**src/rtl/wb_ram_32_lane_controller.sv**
```systemverilog
// rtl/wb_ram_32_lane_controller.sv - Wishbone slave front end for a 32-bit RAM built from four byte lanes
// Optional incrementing/wrapping burst support is compiled in with `define WB_RAM_32_BURST_EN.
module wb_ram_32_lane_controller #(
  parameter int ADDR_WIDTH = 13
) (
  input  logic                  clk_i,
  input  logic                  rst_i,
  input  logic                  wb_cyc_i,
  input  logic                  wb_stb_i,
  input  logic                  wb_we_i,
  input  logic [31:0]           wb_adr_i,
  input  logic [3:0]            wb_sel_i,
  input  logic [31:0]           wb_dat_i,
  input  logic [2:0]            wb_cti_i,
  input  logic [1:0]            wb_bte_i,
  output logic                  wb_ack_o,
  output logic                  wb_err_o,
  output logic [31:0]           wb_dat_o,
  output logic [ADDR_WIDTH-3:0] ram_addr_o,
  output logic [3:0]            ram_we_o,
  output logic [31:0]           ram_dat_o,
  input  logic [31:0]           ram_dat_i
);

  localparam int WORD_WIDTH = ADDR_WIDTH - 2;

  typedef enum logic [1:0] {
    IDLE,
    SINGLE,
    BURST
  } state_t;

  state_t state;
  logic   req;
  logic   in_range;
  logic   accept;
  logic   unused_bits;

  assign req       = wb_cyc_i & wb_stb_i;
  assign in_range  = (wb_adr_i[31:ADDR_WIDTH] == '0);
  assign ram_dat_o = wb_dat_i;
  // Lanes have a registered address, so read data is already aligned with the ack cycle.
  assign wb_dat_o  = ram_dat_i;

`ifdef WB_RAM_32_BURST_EN
  logic [WORD_WIDTH-1:0] word_cnt;
  logic [WORD_WIDTH-1:0] step_mask;
  logic [WORD_WIDTH-1:0] cnt_next;

  assign unused_bits = &{1'b0, wb_adr_i[1:0]};
  // During a burst the lanes follow the internal counter, otherwise the bus address.
  assign ram_addr_o  = (state == BURST) ? word_cnt : wb_adr_i[ADDR_WIDTH-1:2];

  // Select which low word-address bits take part in the increment for the burst type.
  always_comb begin
    step_mask = '1;
    case (wb_bte_i)
      2'b01:   step_mask = WORD_WIDTH'(3);
      2'b10:   step_mask = WORD_WIDTH'(7);
      2'b11:   step_mask = WORD_WIDTH'(15);
      default: step_mask = '1;
    endcase
  end

  // Bits outside the mask are held; bits inside increment and wrap among themselves.
  assign cnt_next = (ram_addr_o & ~step_mask) | ((ram_addr_o + WORD_WIDTH'(1)) & step_mask);
`else
  assign unused_bits = &{1'b0, wb_adr_i[1:0], wb_cti_i, wb_bte_i};
  assign ram_addr_o  = wb_adr_i[ADDR_WIDTH-1:2];
`endif

  // A beat is accepted (and may write) only in IDLE with a legal address or in a burst beat.
  always_comb begin
    accept = 1'b0;
    if (!rst_i && req) begin
      if (state == IDLE) begin
        accept = in_range;
      end else if (state == BURST) begin
        accept = 1'b1;
      end
    end
  end

  assign ram_we_o = (accept && wb_we_i) ? wb_sel_i : 4'b0000;

  // Transaction FSM with registered ack/err; SINGLE is the one cycle that carries the final response.
  always_ff @(posedge clk_i) begin
    if (rst_i) begin
      state    <= IDLE;
      wb_ack_o <= 1'b0;
      wb_err_o <= 1'b0;
`ifdef WB_RAM_32_BURST_EN
      word_cnt <= '0;
`endif
    end else begin
      wb_ack_o <= 1'b0;
      wb_err_o <= 1'b0;
      case (state)
        IDLE: begin
          if (req) begin
            state <= SINGLE;
            if (!in_range) begin
              wb_err_o <= 1'b1;
            end else begin
              wb_ack_o <= 1'b1;
`ifdef WB_RAM_32_BURST_EN
              if (wb_cti_i == 3'b010) begin
                state    <= BURST;
                word_cnt <= cnt_next;
              end
`endif
            end
          end
        end
        SINGLE: begin
          state <= IDLE;
        end
`ifdef WB_RAM_32_BURST_EN
        BURST: begin
          if (!wb_cyc_i) begin
            state <= IDLE;
          end else if (wb_stb_i) begin
            wb_ack_o <= 1'b1;
            word_cnt <= cnt_next;
            if (wb_cti_i == 3'b111) begin
              state <= SINGLE;
            end
          end
        end
`endif
        default: begin
          state <= IDLE;
        end
      endcase
    end
  end

endmodule

```
**config.mk**
```make
export PLATFORM = sky130hd
export DESIGN_NAME = wb_ram_32_lane_controller
export DESIGN_NICKNAME = d
export VERILOG_FILES = /design/src/rtl/wb_ram_32_lane_controller.sv
export SDC_FILE = /design/constraint.sdc
export NUM_CORES = 1
export LEC_CHECK = 0
export BUFFER_PORTS_ARGS = -buffer_cell sky130_fd_sc_hd__buf_2
export CORE_ASPECT_RATIO = 0.5
export CORE_MARGIN = 5
export CORE_UTILIZATION = 23
export DETAILED_ROUTE_END_ITERATION = 8
export PLACE_DENSITY = 0.91
export SLEW_MARGIN = 0
export SYNTH_ARGS = -nofsm -noshare
export SYNTH_HDL_FRONTEND = slang
export SYNTH_SLANG_ARGS = --single-unit
```
**constraint.sdc**
```tcl
create_clock -name clk_i -period 2 [get_ports clk_i]
set_input_delay 0.1 -clock clk_i [delete_from_list [all_inputs] [get_ports clk_i]]
set_output_delay 0.1 -clock clk_i [all_outputs]
set_load 0.03 [all_outputs]
```
* After elaboration in Yosys (flattened, before gate mapping) *
Index checks and enable logic that the tools add are counted.

storage, ports and cells
  output and inout bits = 81
  flip-flop bits (word level) = 3
  word-level logic and storage cells = 18

cells by class
  bitwise operators = 3
  reduce and logical (&&, ||, !) cells = 7
  multiplexer cells = 5

operators with widths
  operator           number
  $logic_not 19->1   1
  $mux 1             4
  $mux 4             1
  $reduce_or 3->1    1
  $logic_and 1x1->1  2
  $logic_not 2->1    1
  $not 1->1          2
  $reduce_or 2->1    1
  $and 1x1->1        1
  $logic_not 1->1    1

* Depth between registers and ports, before layout *
Gate-level depths: netlist of run 1.

  word-level depth = 5
  depth in mapped cells = 4

* Worst setup path before layout of run 1 *
OpenSTA, ideal clock, no wires.

  path kind = register to output
  start point = reg state[0]
  end point = out ram_we_o[0]
  data required time = 1900 ps
  setup slack = 493 ps
  arrival = 1407 ps
  path buffers = 1
  cell stages (with the launch flop) = 5
  path through = dfxtp_1 > and4bb_2 > clkbuf_2 > nand3_1 > nor3_1

between the ends
  cells in the longest elaborated chain, start to end = 5

ends and longest elaborated chain
  element                 RTL line  text
  from (decl)             33        state_t state;
  from (signal assigned)  89        state <= IDLE;
  from (signal assigned)  101       state <= SINGLE;
  from (signal assigned)  116       state <= IDLE;
  $logic_not 2->1         76        if (state == IDLE) begin
  $mux 1                  76
  $mux 1                  75        if (!rst_i && req) begin
  $logic_and 1x1->1       84        assign ram_we_o = (accept && wb_we_i) ? wb_sel_i : 4'b0000;
  $mux 4                  84
  to (decl)               20        output logic [3:0] ram_we_o,

Every way passes these cells.

* Final worst setup path of run 1 *
  start point = reg state[0]
  end point = out ram_we_o[2]

The elaborated chain is that of the path after synthesis.

==> run metrics, run 1 <==
outcome finished clean; Tightest Pin Transition 241 ps; clock transition at the register clock pins on the worst setup and hold paths after CTS 30 ps; setup repair after global routing missed its margin false; GRT Resource Usage Total 0.0619; largest driver fanout on the critical path 7; vias in the first global route 463; leakage power of the design 0.199 nW; master cell of the clock root buffer clkbuf_8; share of power burned in the clock network 0.632; synthesized instance count 97; Area growth syn-to-layout -40.3%; final count of pins violating max slew 0; Initial Utilization 0.248; total wire length 1.59 mm; number of buffers created by CTS 3; via count 412; post-place setup slack 746 ps; Achievable Freq 0.711 GHz; element type at the critical path end output port; startpoint-to-endpoint class of the critical path flop to output port; final worst-path cycle share 0.703; placed instance count 94; setup slack after layout 594 ps; maximum cell stage delay along the critical path 360 ps; count of cell instances traversed by the critical path 4; sequential share of power 0.228; wire per inst 16.2 um; global placement routability congestion 0.672; Bufs and invs on worst path 1; cell type group with the largest total delay on the critical path simple AND/OR/NAND/NOR gates; height of the die 50.7 um; Clock H-tree levels 1; switching share of total power 0.189; cell internal power dissipation 0.221 mW; net total in the final layout 169; share of the yosys chip area belonging to registers 0.0787; utilization of the core after routing 0.148; non-filler cells, final 98; Setup-failing EPs final 0; fraction of power consumed by combinational cells 0.140; Die W 91.5 um; overall die area 4640 um2; fraction of layout cells with a size suffix above 1 0.724; startpoint class of the critical path flop; NetSw 0.0516 mW; number of resized instances in the post-cts repair step 0; antenna violations before repair 0; Avg Inst Size Synth 7.87 um2; number of core rows 14; shortest clock period the worst path allows after layout 1410 ps; Hold Path Depth 0; total global routing overflow 0; class of the tightest hold or removal check primary input to output port; hold-fix buffers at CTS 0; violation count after the first detailed-routing iteration 0; ANT cells 0; critical path required time 1900 ps; series of cell instances along the critical path and4bb_2 -> nand3_1 -> nor3_1 -> buf_2; maximum clock path buffer count 2; maximum ir drop on the vdd rail 0.000289 V; io pins 191; Pwr Density 598 nW/um2; clk_lat worst skew 210 ps; headroom to the max-slew limit 0.838; post-route DRC violation count 0; maximum number of pins on one net before global-route repair 8; # Post-CTS Setup Buffers 0; clock tree from TritonCTS yes; vias per cell 4.20; slowest library cell on the worst path and4bb_2; DRT antenna net count 0; number of fill cells in the layout 365; number of distinct library cells after synthesis 12; Synth Net Count 207; number of warnings printed during yosys synthesis 0; cell depth of the worst flop-to-flop path 2; clock tree sinks 3; router iterations before antenna repair 1; area of the mapped netlist 763 um2; count of maximum capacitance violations 0; I/O Buffers 33; setup TNS after final layout 0 ps; Hold Fails Final Rpt 0; total core area 3080 um2; setup clock skew after layout 2.06 ps; global-route wire length before repair 2.24 mm; synthesized flop and latch total 3; Detailed Place HPWL 1.37 mm; Critical Path AT 1310 ps
-- cells by family after synthesis --
family | share of synthesized area
simple gates | 0.167
flops | 0.0787
compound gates | 0.00984
buf+inv | 0.744
-- worst paths after layout --
kind	to	slack, ps	from
worst max register to register	wb_ack_o	1120	state[0]
worst max-delay path	ram_we_o[2]	590	state[0]
worst min-delay path	ram_dat_o[14]	200	wb_dat_i[14]
worst min register to register	state[0]	620	state[0]
-- per-stage QoR --
| step | area (um2) | power [mW] | hold slack [ps] |
|---|---|---|---|
| after floorplan | 763 | 0.353 | 317 |
| after global placement | 410 | 0.0995 | 200 |
| after detailed placement | 410 | 0.101 | 200 |
| after CTS | 455 | 0.281 | 200 |
| after global routing | 455 | 0.289 | 200 |
| final | 455 | 0.272 | 200 |
-- registers in the layout, summed over array words and instances, names as in the netlist --
register,flops
wb_ack_o,1
wb_err_o,1
state,1
-- synth_stat cells --
cell,count,area (um2)
nor4_2,3,37.5
nor3b_2,1,12.5
nor3_1,5,25.0
dfxtp_1,3,60.1
clkbuf_2,1,5.00
nand3_1,4,20.0
nand3_2,1,10.0
nand2_1,1,3.75
nor4_1,1,6.26
and4bb_2,1,12.5
o21a_1,1,7.51
buf_4,75,563
-- placed cells by master (no fill, tap or decap) --
cell type and instances:
buf_2 33, nor3_1 5, nand3_1 4, nor4_2 3
clkbuf_8 3, dfxtp_1 3, nand3_2 1, nor4_1 1
nand2_1 1, and4bb_2 1, nor3b_2 1, o21a_1 1
clkbuf_1 1
-- routing by layer --
layer | track usage | vias up | share of wire
met5 | 0 | - | 0
met2 | 0.0891 | 62 | 0.49
li1 | - | 158 | -
met1 | 0.0279 | 170 | 0.19
met4 | 0.0634 | 0 | 0.049
met3 | 0.0940 | 22 | 0.27
-- power groups by stage --
stage,Clock (mW),Combinational (mW),Sequential [mW]
final,0.172,0.0381,0.0622
after CTS,0.180,0.0386,0.0622
after detailed placement,0,0.0385,0.0630
after floorplan,0,0.288,0.0647
after global placement,0,0.0365,0.0630
after global routing,0.184,0.0431,0.0623
-- layout make-up --
| class | count | area (um2) | share of cell area |
|---|---|---|---|
| Sequential cell | 3 | 60.1 | 0.132 |
| Tap cell | 40 | 50.0 | 0.110 |
| Clock buffer | 4 | 45.0 | 0.0989 |
| Multi-Input combinational cell | 18 | 135 | 0.297 |
| Timing Repair Buffer | 33 | 165 | 0.363 |
Note: power is estimated with default switching activity, not from simulation.
==> run 2, diff against run 1 <==
--- a/config.mk
+++ b/config.mk
@@ -8,9 +8,9 @@
 export BUFFER_PORTS_ARGS = -buffer_cell sky130_fd_sc_hd__buf_2
 export CORE_ASPECT_RATIO = 0.5
 export CORE_MARGIN = 5
-export CORE_UTILIZATION = 23
+export CORE_UTILIZATION = 22
 export DETAILED_ROUTE_END_ITERATION = 8
-export PLACE_DENSITY = 0.91
+export PLACE_DENSITY = 0.88
 export SLEW_MARGIN = 0
 export SYNTH_ARGS = -nofsm -noshare
 export SYNTH_HDL_FRONTEND = slang
==> constraint.sdc (replaced) <==
create_clock -name clk_i -period 1.5 [get_ports clk_i]
set_input_delay 0.075 -clock clk_i [delete_from_list [all_inputs] [get_ports clk_i]]
set_output_delay 0.075 -clock clk_i [all_outputs]
set_load 0.03 [all_outputs]
==> run metrics, run 2 (synthesis results as in run 1) <==
headroom to the max-slew limit 0.838 (about the same); total global routing overflow 0 (unchanged); height of the die 51.7 um (+1.8%); total core area 3380 um2 (+9.6%); master cell of the clock root buffer clkbuf_8; ANT cells 0 (unchanged); violation count after the first detailed-routing iteration 0 (unchanged); Initial Utilization 0.226 (-0.0216); setup TNS after final layout 0 ps (unchanged); Critical Path AT 1310 ps (about the same); class of the tightest hold or removal check primary input to output port; antenna violations before repair 0 (unchanged); critical path required time 1420 ps (-480 ps); leakage power of the design 0.199 nW (unchanged); wire per inst 16.2 um (about the same); io pins 191 (unchanged); Achievable Freq 0.720 GHz; clock tree sinks 3 (unchanged); maximum number of pins on one net before global-route repair 8 (unchanged); startpoint class of the critical path flop; setup clock skew after layout 2.67 ps (+0.609 ps); clk_lat worst skew 210 ps (about the same); fraction of layout cells with a size suffix above 1 0.724 (unchanged); number of core rows 15 (+1); Hold Fails Final Rpt 0 (unchanged); global placement routability congestion 0.715 (+6.4%); largest registers state (1), wb_ack_o (1), wb_err_o (1); GRT Resource Usage Total 0.0586 (-0.00330); startpoint-to-endpoint class of the critical path flop to output port; maximum clock path buffer count 2 (unchanged); vias per cell 4.08 (-3.0%); total wire length 1.62 mm (+2.0%); Setup-failing EPs final 0 (unchanged); setup repair after global routing missed its margin false; count of maximum capacitance violations 0 (unchanged); element type at the critical path end output port; final count of pins violating max slew 0 (unchanged); largest driver fanout on the critical path 7 (unchanged); number of buffers created by CTS 3 (unchanged); post-route DRC violation count 0 (unchanged); clock tree from TritonCTS yes; number of resized instances in the post-cts repair step 0 (unchanged); via count 408 (-0.97%); net total in the final layout 169 (unchanged); # Post-CTS Setup Buffers 0 (unchanged); maximum ir drop on the vdd rail 0.000158 V (-45%); DRT antenna net count 0 (unchanged); Area growth syn-to-layout -40.0%; I/O Buffers 33 (unchanged); vias in the first global route 420 (-9.3%); Die W 93.3 um (+2.0%); Tightest Pin Transition 241 ps (+0.769 ps); clock transition at the register clock pins on the worst setup and hold paths after CTS 30 ps (about the same); Clock H-tree levels 1 (unchanged); Pwr Density 797 nW/um2 (+33%); hold-fix buffers at CTS 0 (unchanged); timing startpoint of the critical path state[0]; outcome finished clean; Crit Reg-Reg Startpoint state[0]; power after layout 0.365 mW (+34%); overall die area 4820 um2 (+3.8%); final worst-path cycle share 0.926; commonest non-fill, non-tap cell in the layout buf_2; HP Start wb_dat_i[14]; top library cells by usage in the layout, fill and taps aside buf_2 (33), nor3_1 (5), nand3_1 (4); router iterations before antenna repair 1 (unchanged); shortest clock period the worst path allows after layout 1390 ps; global-route wire length before repair 2.10 mm (-6.2%)
-- run 2: cell counts in the layout (fill, tap and decap cells not counted) --
No cell type changed its count.
-- run 2: path summary, 6_finish.rpt --
kind | slack [ps] | depth (start not counted) | end
setup reg to reg | 620 | 2 | wb_ack_o
setup / recovery | 110 | 4 | ram_we_o[0]
hold reg to reg | 630 | 1 | state[0]
hold / removal | 150 | 0 | ram_dat_o[14]
-- run 2: area by class of cell --
type,count,area (um2)
fill,392,2920
timing repair buffer,33,165
multi-input combinational,18,135
sequential,3,60.1
tap,42,52.6
clock buffer,4,45.0
-- run 2: per-layer routing --
metal / part of all wire / wire, um / track usage
met5: 0 / 0 / 0
met4: 0.027 / 44 / 0.0511
met1: 0.18 / 292 / 0.0241
met3: 0.27 / 434 / 0.0853
met2: 0.52 / 846 / 0.0935
-- run 2: stage by stage --
| stage | hold slack (ps) | util | setup slack, ps | cell area [um2] | cells |
|---|---|---|---|---|---|
| floorplan | 282 | - | 17.8 | 763 | 97 |
| finish | 150 | 0.136 | 112 | 458 | 100 |
| detailed placement | 150 | 0.122 | 309 | 413 | 96 |
| global route | 150 | 0.136 | 21.1 | 458 | 100 |
| global placement | 150 | 0.122 | 352 | 413 | 96 |
| CTS | 150 | 0.136 | 99.7 | 458 | 100 |
-- run 2: power breakdown --
| group | total (mW) | switching [mW] | internal, mW | leakage [nW] |
|---|---|---|---|---|
| registers | 0.0829 | 0.000397 | 0.0826 | 0.0244 |
| clock network | 0.231 | 0.0503 | 0.181 | 0.0228 |
| logic | 0.0508 | 0.0199 | 0.0309 | 0.152 |
| total | 0.365 | 0.0705 | 0.294 | 0.199 |
-- run 2: critical path, stage by stage, from the launching register on --
cell and delay (ps):
dfxtp_1 280, and4bb_2 360, nand3_1 110, nor3_1 120, buf_2 230
